### config.mk
export PLATFORM = sky130hd
export DESIGN_NAME = pipe_ctrl
export DESIGN_NICKNAME = d
export VERILOG_FILES = /design/src/rtl/pipe_ctrl_pkg.sv /design/src/rtl/pipe_ctrl_hazard_detect.sv /design/src/rtl/pipe_ctrl.sv
export SDC_FILE = /design/constraint.sdc
export NUM_CORES = 1
export LEC_CHECK = 0
export CAP_MARGIN = 25
export CORE_MARGIN = 2
export CORE_UTILIZATION = 48
export DETAILED_ROUTE_END_ITERATION = 10
export GPL_TIMING_DRIVEN = 0
export PLACE_DENSITY = 0.95
export SLEW_MARGIN = 5
export SYNTH_ARGS = -nofsm -noshare
export SYNTH_HDL_FRONTEND = slang
export SYNTH_HIERARCHICAL = 1
export SYNTH_SLANG_ARGS = --single-unit
### constraint.sdc
create_clock -name clk -period 3.29 [get_ports clk]
set_input_delay 0.658 -clock clk [delete_from_list [all_inputs] [get_ports clk]]
set_output_delay 0.658 -clock clk [all_outputs]
set_load 0.005 [all_outputs]
### src/rtl/pipe_ctrl_pkg.sv
// Shared types and instruction field layout for the pipe_ctrl issue/sequencing controller.
// Optional stall counter is enabled by defining PIPE_CTRL_STALL_CNT_EN.
package pipe_ctrl_pkg;

  localparam int unsigned InstrW = 32;
  localparam int unsigned RegW   = 5;
  localparam int unsigned ImmW   = 16;

  localparam int unsigned FBit   = 31;
  localparam int unsigned RdLsb  = 26;
  localparam int unsigned RaLsb  = 21;
  localparam int unsigned RbLsb  = 16;
  localparam int unsigned ImmLsb = 0;

  typedef struct packed {
    logic            f;
    logic [RegW-1:0] rd;
    logic [RegW-1:0] ra;
    logic [RegW-1:0] rb;
    logic [ImmW-1:0] imm16;
  } instr_t;

  typedef struct packed {
    logic            valid;
    logic [RegW-1:0] rd;
    logic            f;
  } stage_t;

  typedef enum logic [1:0] {
    StRun    = 2'd0,
    StDrain  = 2'd1,
    StHalted = 2'd2
  } state_t;

  function automatic instr_t decode_instr(input logic [InstrW-1:0] raw);
    instr_t d;
    d.f     = raw[FBit];
    d.rd    = raw[RdLsb +: RegW];
    d.ra    = raw[RaLsb +: RegW];
    d.rb    = raw[RbLsb +: RegW];
    d.imm16 = raw[ImmLsb +: ImmW];
    return d;
  endfunction

endpackage

### src/rtl/pipe_ctrl_hazard_detect.sv
// Read-after-write hazard check of the DEC instruction against in-flight ALU/WR writes.
// The register file has no write-through, so a write in WR still blocks the read.
module pipe_ctrl_hazard_detect
  import pipe_ctrl_pkg::*;
(
  input  logic            dec_valid_i,
  input  logic [RegW-1:0] dec_ra_i,
  input  logic [RegW-1:0] dec_rb_i,
  input  logic            dec_f_i,
  input  logic            alu_valid_i,
  input  logic [RegW-1:0] alu_rd_i,
  input  logic            wr_valid_i,
  input  logic [RegW-1:0] wr_rd_i,
  output logic            hazard_o
);

  logic ra_hit;
  logic rb_hit;

  assign ra_hit = (alu_valid_i && (alu_rd_i == dec_ra_i)) ||
                  (wr_valid_i  && (wr_rd_i  == dec_ra_i));
  assign rb_hit = (alu_valid_i && (alu_rd_i == dec_rb_i)) ||
                  (wr_valid_i  && (wr_rd_i  == dec_rb_i));

  // rb is only read when operand B comes from the register file (f = 0).
  assign hazard_o = dec_valid_i && (ra_hit || (!dec_f_i && rb_hit));

endmodule

### src/rtl/pipe_ctrl.sv
// Issue/sequencing controller for the DEC -> ALU -> WR register-file/ALU datapath.
// Define PIPE_CTRL_STALL_CNT_EN to add the saturating stall_count output.
module pipe_ctrl
  import pipe_ctrl_pkg::*;
#(
  parameter int unsigned LENGTH   = 32,
  parameter int unsigned NREGS    = 32,
  parameter int unsigned SEL_BITS = $clog2(NREGS)
) (
  input  logic                clk,
  input  logic                reset,
  input  logic                instr_valid,
  input  logic [InstrW-1:0]   instr,
  output logic                instr_ready,
  input  logic                drain_req,
  output logic                idle,
  output logic [SEL_BITS-1:0] addr_a,
  output logic [SEL_BITS-1:0] addr_b,
  output logic [LENGTH-1:0]   imm,
  output logic                sel_imm,
  output logic                alu_f,
  output logic [SEL_BITS-1:0] addr_d,
  output logic                wr_regfile,
  output logic                stall
`ifdef PIPE_CTRL_STALL_CNT_EN
  ,
  output logic [15:0]         stall_count
`endif
);

  instr_t          dec_q, dec_d;
  logic            dec_valid_q, dec_valid_d;
  stage_t          alu_q, alu_d;
  logic            wr_valid_q, wr_valid_d;
  logic [RegW-1:0] wr_rd_q, wr_rd_d;
  state_t          state_q;
  logic            idle_q;

  logic hazard;
  logic accept;
  logic pipe_empty;

  pipe_ctrl_hazard_detect u_hazard_detect (
    .dec_valid_i (dec_valid_q),
    .dec_ra_i    (dec_q.ra),
    .dec_rb_i    (dec_q.rb),
    .dec_f_i     (dec_q.f),
    .alu_valid_i (alu_q.valid),
    .alu_rd_i    (alu_q.rd),
    .wr_valid_i  (wr_valid_q),
    .wr_rd_i     (wr_rd_q),
    .hazard_o    (hazard)
  );

  // drain_req blocks acceptance in the same cycle it rises, before the FSM leaves StRun.
  assign instr_ready = reset && (state_q == StRun) && !drain_req && (!dec_valid_q || !hazard);
  assign accept      = instr_valid && instr_ready;
  assign pipe_empty  = !dec_valid_q && !alu_q.valid && !wr_valid_q;

  always_comb begin
    wr_valid_d  = alu_q.valid;
    wr_rd_d     = alu_q.rd;
    alu_d       = '0;
    dec_valid_d = dec_valid_q;
    dec_d       = dec_q;
    if (!hazard) begin
      if (dec_valid_q) begin
        alu_d.valid = 1'b1;
        alu_d.rd    = dec_q.rd;
        alu_d.f     = dec_q.f;
      end
      dec_valid_d = accept;
      // DEC fields only change on a transfer so the DEC outputs hold across bubbles.
      if (accept) begin
        dec_d = decode_instr(instr);
      end
    end
  end

  always_ff @(posedge clk or negedge reset) begin
    if (!reset) begin
      dec_valid_q <= 1'b0;
      dec_q       <= '0;
      alu_q       <= '0;
      wr_valid_q  <= 1'b0;
      wr_rd_q     <= '0;
    end else begin
      dec_valid_q <= dec_valid_d;
      dec_q       <= dec_d;
      alu_q       <= alu_d;
      wr_valid_q  <= wr_valid_d;
      wr_rd_q     <= wr_rd_d;
    end
  end

  always_ff @(posedge clk or negedge reset) begin
    if (!reset) begin
      state_q <= StRun;
      idle_q  <= 1'b0;
    end else begin
      case (state_q)
        StRun: begin
          if (drain_req) begin
            state_q <= StDrain;
          end
        end
        StDrain: begin
          if (!drain_req) begin
            state_q <= StRun;
          end else if (pipe_empty) begin
            state_q <= StHalted;
            idle_q  <= 1'b1;
          end
        end
        StHalted: begin
          if (!drain_req) begin
            state_q <= StRun;
            idle_q  <= 1'b0;
          end
        end
        default: begin
          state_q <= StRun;
          idle_q  <= 1'b0;
        end
      endcase
    end
  end

`ifdef PIPE_CTRL_STALL_CNT_EN
  logic [15:0] stall_cnt_q, stall_cnt_d;
  logic        drain_start;

  assign drain_start = (state_q == StRun) && drain_req;

  always_comb begin
    stall_cnt_d = stall_cnt_q;
    if (drain_start) begin
      stall_cnt_d = '0;
    end else if (hazard && (stall_cnt_q != 16'hFFFF)) begin
      stall_cnt_d = stall_cnt_q + 16'd1;
    end
  end

  always_ff @(posedge clk or negedge reset) begin
    if (!reset) begin
      stall_cnt_q <= '0;
    end else begin
      stall_cnt_q <= stall_cnt_d;
    end
  end

  assign stall_count = stall_cnt_q;
`endif

  assign addr_a     = dec_q.ra;
  assign addr_b     = dec_q.rb;
  assign imm        = {{(LENGTH-ImmW){dec_q.imm16[ImmW-1]}}, dec_q.imm16};
  assign sel_imm    = dec_q.f;
  assign alu_f      = alu_q.f;
  assign addr_d     = wr_rd_q;
  assign wr_regfile = wr_valid_q;
  assign stall      = hazard;
  assign idle       = idle_q;

endmodule

# Yosys cells after proc, flatten, opt, wreduce, memory -nomap -nowiden
# Index checks and enable logic that the tools add are counted.
# totals
reg_bits	49
input_bits	36
output_inout_bits	53
wordCells	63
# classes
eq_ne	11
n_mux	11
bitwise_logic	2
reduce_logical	26
# ops
op	n
5-bit equality test	4
7-bit 2-to-1 mux	2
1-bit logical AND	12
2-bit 2-to-1 mux	4
2-bit inequality test (second input constant)	4
1-bit logical NOT	6
2-bit case mux with 3 select lines	1
1-bit logical OR	4
4-bit AND reduction	1
1-bit 2-to-1 mux	3
3-bit inequality test (second input constant)	1
1-bit case mux with 3 select lines	1
3-bit AND reduction	1
2-bit by 1-bit equality test with 1-bit output (second input constant)	1
2-bit equality test (second input constant)	1
2-bit logical NOT	1
1-bit NOT	2
2-bit AND reduction	1

# Logic depth before layout (Yosys ltp)
# logic_depth
word_depth	11
mapped_depth	8
mapped_depth_nobuf	6

# By module
# The synthesis kept the hierarchy.
# modules_own_cells
mod	instances	cells_each	area_per_inst_um2	seq_area_each_um2
pipe_ctrl	1	147	2208.4	1226.2
pipe_ctrl_hazard_detect	1	32	242.7	0.0

# Least setup slack after synthesis
# OpenSTA, ideal clock, no wires.
# synth_timing
path_type	input to register
startpoint	input port drain_req
endpoint	register dec_q (netlist bit addr_a[4])
setup_ns	0.125
t_arrival_ns	2.098
t_required_ns	3.165
slack_ns	1.066
path_stages	5
path_buffers	2
path_cell_list	or4b_1 -> or3b_1 -> buf_6 -> buf_12 -> mux2_4
# synth_via
elab_chain_cells	5
# synth_lines
item	line_no	text
start, declared	pipe_ctrl.sv:15	input logic drain_req,
1-bit logical NOT	-	
1-bit logical AND (2 in a row)	pipe_ctrl.sv:56	assign instr_ready = reset && (state_q == StRun) && !drain_req && (!dec_valid_q || !hazard);
1-bit logical AND	pipe_ctrl.sv:57	assign accept = instr_valid && instr_ready;
2-bit AND reduction (no line)	-	
end signal, assigned	pipe_ctrl.sv:83	dec_q <= '0;
end signal, assigned	pipe_ctrl.sv:89	dec_q <= dec_d;
end, declared	pipe_ctrl.sv:31	instr_t dec_q, dec_d;
# Every way passes these cells.
# A chain may end at the register's enable or synchronous reset.

# Final worst setup path
# layout_timing
startpoint	input port reset
endpoint	output port instr_ready
# layout_via
elab_chain_cells	3
# layout_lines
item	line_no	text
start, declared	pipe_ctrl.sv:11	input logic reset,
1-bit logical AND (3 in a row)	pipe_ctrl.sv:56	
end, declared	pipe_ctrl.sv:14	output logic instr_ready,
# Every way passes these cells.

==> flow_summary.yaml <==
drt:
  dr.pass1.iters: 4
  wl_per_cell_um: 14.2
  drtIter0Drc: 55
  vias: 1589
  wl_mm: 4.92
  vias_per_cell: 4.59
  detail-route-antenna-nets: 0
  drc: 0
synthesis:
  synth_nets: 215
  ys.warnings.count: 6
  ys_ff_latch: 49
  netlist_area_um2: 2450
  avgSynthCellArea_um2: 13.7
  netlist_instances: 179
  synth.distinct_cells: 20
  synth.yosys.seq_area_share_pct: 50.0
sta:
  finClkSkew_ps: 6.48
  timing.fmax_mhz: 327
  min_period_ps: 3060
  tightestPinTransition_ps: 527
  hold_viol_final: 0
  final-setup-viol-count: 0
  whs_ps: 250
  slew_violations: 0
  fin_setup_tns_ps: 0
  finalCritPeriodShare_pct: 92.9
  rsz0062_at_grt: "false"
  slew_headroom_pct: 64.4
worst_hold_path:
  min_path_type: "primary input to asynchronous set/reset pin"
setup_path:
  worstSetupStartpointType: "primary input"
  cp-end-kind: "primary output"
  cp.required_ps: 2630
  arrival_ps: 2400
  cp_top_family: "buffers and inverters"
  crit_fanout: 32
  ff2ff_path_depth: 8
  rrSetupSlack_ps: 1080
  r2r_end: "imm[13]$_DFFE_PN0P_"
  crit_type: "primary input to primary output"
  path_cells: "clkbuf_4 -> buf_12 -> or4b_1 -> a21oi_1 -> clkdlybuf4s50_1"
  cp.buffers_inverters: 3
  slowest_delay_ps: 530
  r2r_start: "addr_a[3]$_DFFE_PN0P_"
  crit_slowest_cell: "clkdlybuf4s50_1"
floorplan:
  rows: 26
  die_h_um: 75.5
  core_um2: 5010
  ioPinCount: 89
  initial_core_util_pct: 48.9
  die_area_um2: 5690
  die_x_um: 75.5
grt:
  overflow: 0
  grt_use_total_pct: 18.2
  grt_max_degree: 33
  grt_pass1_vias: 1565
  grt_pass1_wl_mm: 7.67
  antenna_found_initial: 0
cts:
  cts.sinks: 49
  hold_buffers: 0
  h-tree-depth: 2
  clock_latency_ps: 300
  clock_path_buffers: 2
  post_cts_buffers: 0
  cts_tree: "yes"
  clock-root-buffer: "clkbuf_8"
  numCtsBuffers: 5
  path_clk_slew_ps: 90
placement:
  io_buffers: 88
  place_area_um2: 3430
  gp_congestion: 0.744
  place_hpwl_mm: 3.83
cells_and_area:
  layout_common_cells: "clkdlybuf4s50_1 (87), dfrtp_1 (49), buf_4 (42), mux2_4 (29), xnor2_1 (20)"
  nets: 311
  drive_above_1_share_pct: 31.9
  mostFrequentLayoutCell: "clkdlybuf4s50_1"
  syn_to_final_growth_pct: 44.1
  fin_area_um2: 3530
  diodes: 0
power:
  leakage_nw: 1.63
  p_per_area_nw_per_um2: 656
  finalPower_mw: 2.32
  peakVddDrop_mv: 0.341
run_status:
  outcome: "complete, no violations"
job:
  drv_cap: 0
## power breakdown
part | leakage, nW | switching [mW] | total [mW] | internal [mW]
clock network | 0.0487 | 0.209 | 0.364 | 0.155
logic | 0.971 | 0.246 | 1.05 | 0.801
registers | 0.610 | 0.155 | 0.906 | 0.751
## cells by family after synthesis
logic type | share of synthesized area, %
flip-flops | 50.0
buffers and inverters | 15.9
multiplexers | 19.6
AND/OR/NAND/NOR | 5.82
XOR/XNOR | 7.15
AO/OA/AOI/OAI | 1.53
## final cells by class
| class | instances | area, µm² |
|---|---|---|
| repair buffers | 89 | 898 |
| inverters | 1 | 3.75 |
| flip-flops and latches | 49 | 1230 |
| plain buffers | 46 | 387 |
| fillers | 394 | 1480 |
| clock buffers | 5 | 68.8 |
| multi-input cells | 83 | 835 |
| well taps | 70 | 87.6 |
| clock inverters | 3 | 26.3 |
## cell usage after synthesis (all sizes together)
cell type  instances  area share, %
mux2              32             19
nor2b              3           0.77
buf               46             16
o22ai              3           0.77
and2               6            1.5
or3b               1           0.36
or4b               1           0.41
a21oi              2           0.41
nand4              4            1.0
nor3b              1           0.31
xnor2             20            7.1
dfrtp             49             50
a22o               1           0.36
nand2              7            1.1
nor4b              1           0.36
inv                1           0.15
mux2i              1           0.41
## how the worst max path moves through the flow
stage / from / to / slack (ps) / depth (start not counted)
after global placement: reset / instr_ready / -1330 / 4
after detailed placement: reset / instr_ready / 100 / 5
after CTS: reset / instr_ready / 80 / 5
final: reset / instr_ready / 230 / 5
after global routing: reset / instr_ready / 120 / 5
after floorplan: drain_req / addr_a[4]$_DFFE_PN0P_ / 1070 / 5
## flip-flops by register name (all words and copies together) (netlist names)
register,cells
addr_a,5
addr_b,5
addr_d,5
alu_f,1
dec_q,5
dec_valid_q,1
idle,1
imm,16
sel_imm,1
state_q,2
wr_rd_d,5
wr_regfile,1
wr_valid_d,1
## what timing repair did
action	4_1_cts	5_1_grt
setup endpoints to repair	0	1
hold endpoints to repair	0	0
gates resized for setup	0	1
## per-stage QoR
step,cells,setup slack [ps],util (%)
floorplan,179,1070,-
global placement,337,-1330,68.3
detailed placement,338,104,68.6
CTS,346,81.0,70.5
global route,346,116,70.5
finish,346,235,70.5
## metal layers
layer | vias up | wire (µm) | GRT usage (%)
met1 | 775 | 1980 | 22.9
met5 | - | 0 | 0
met3 | 9 | 288 | 4.37
li1 | 748 | - | -
met4 | 0 | 94 | 6.04
met2 | 57 | 2560 | 30.9
No activity file was read; power rests on OpenSTA's default activity.
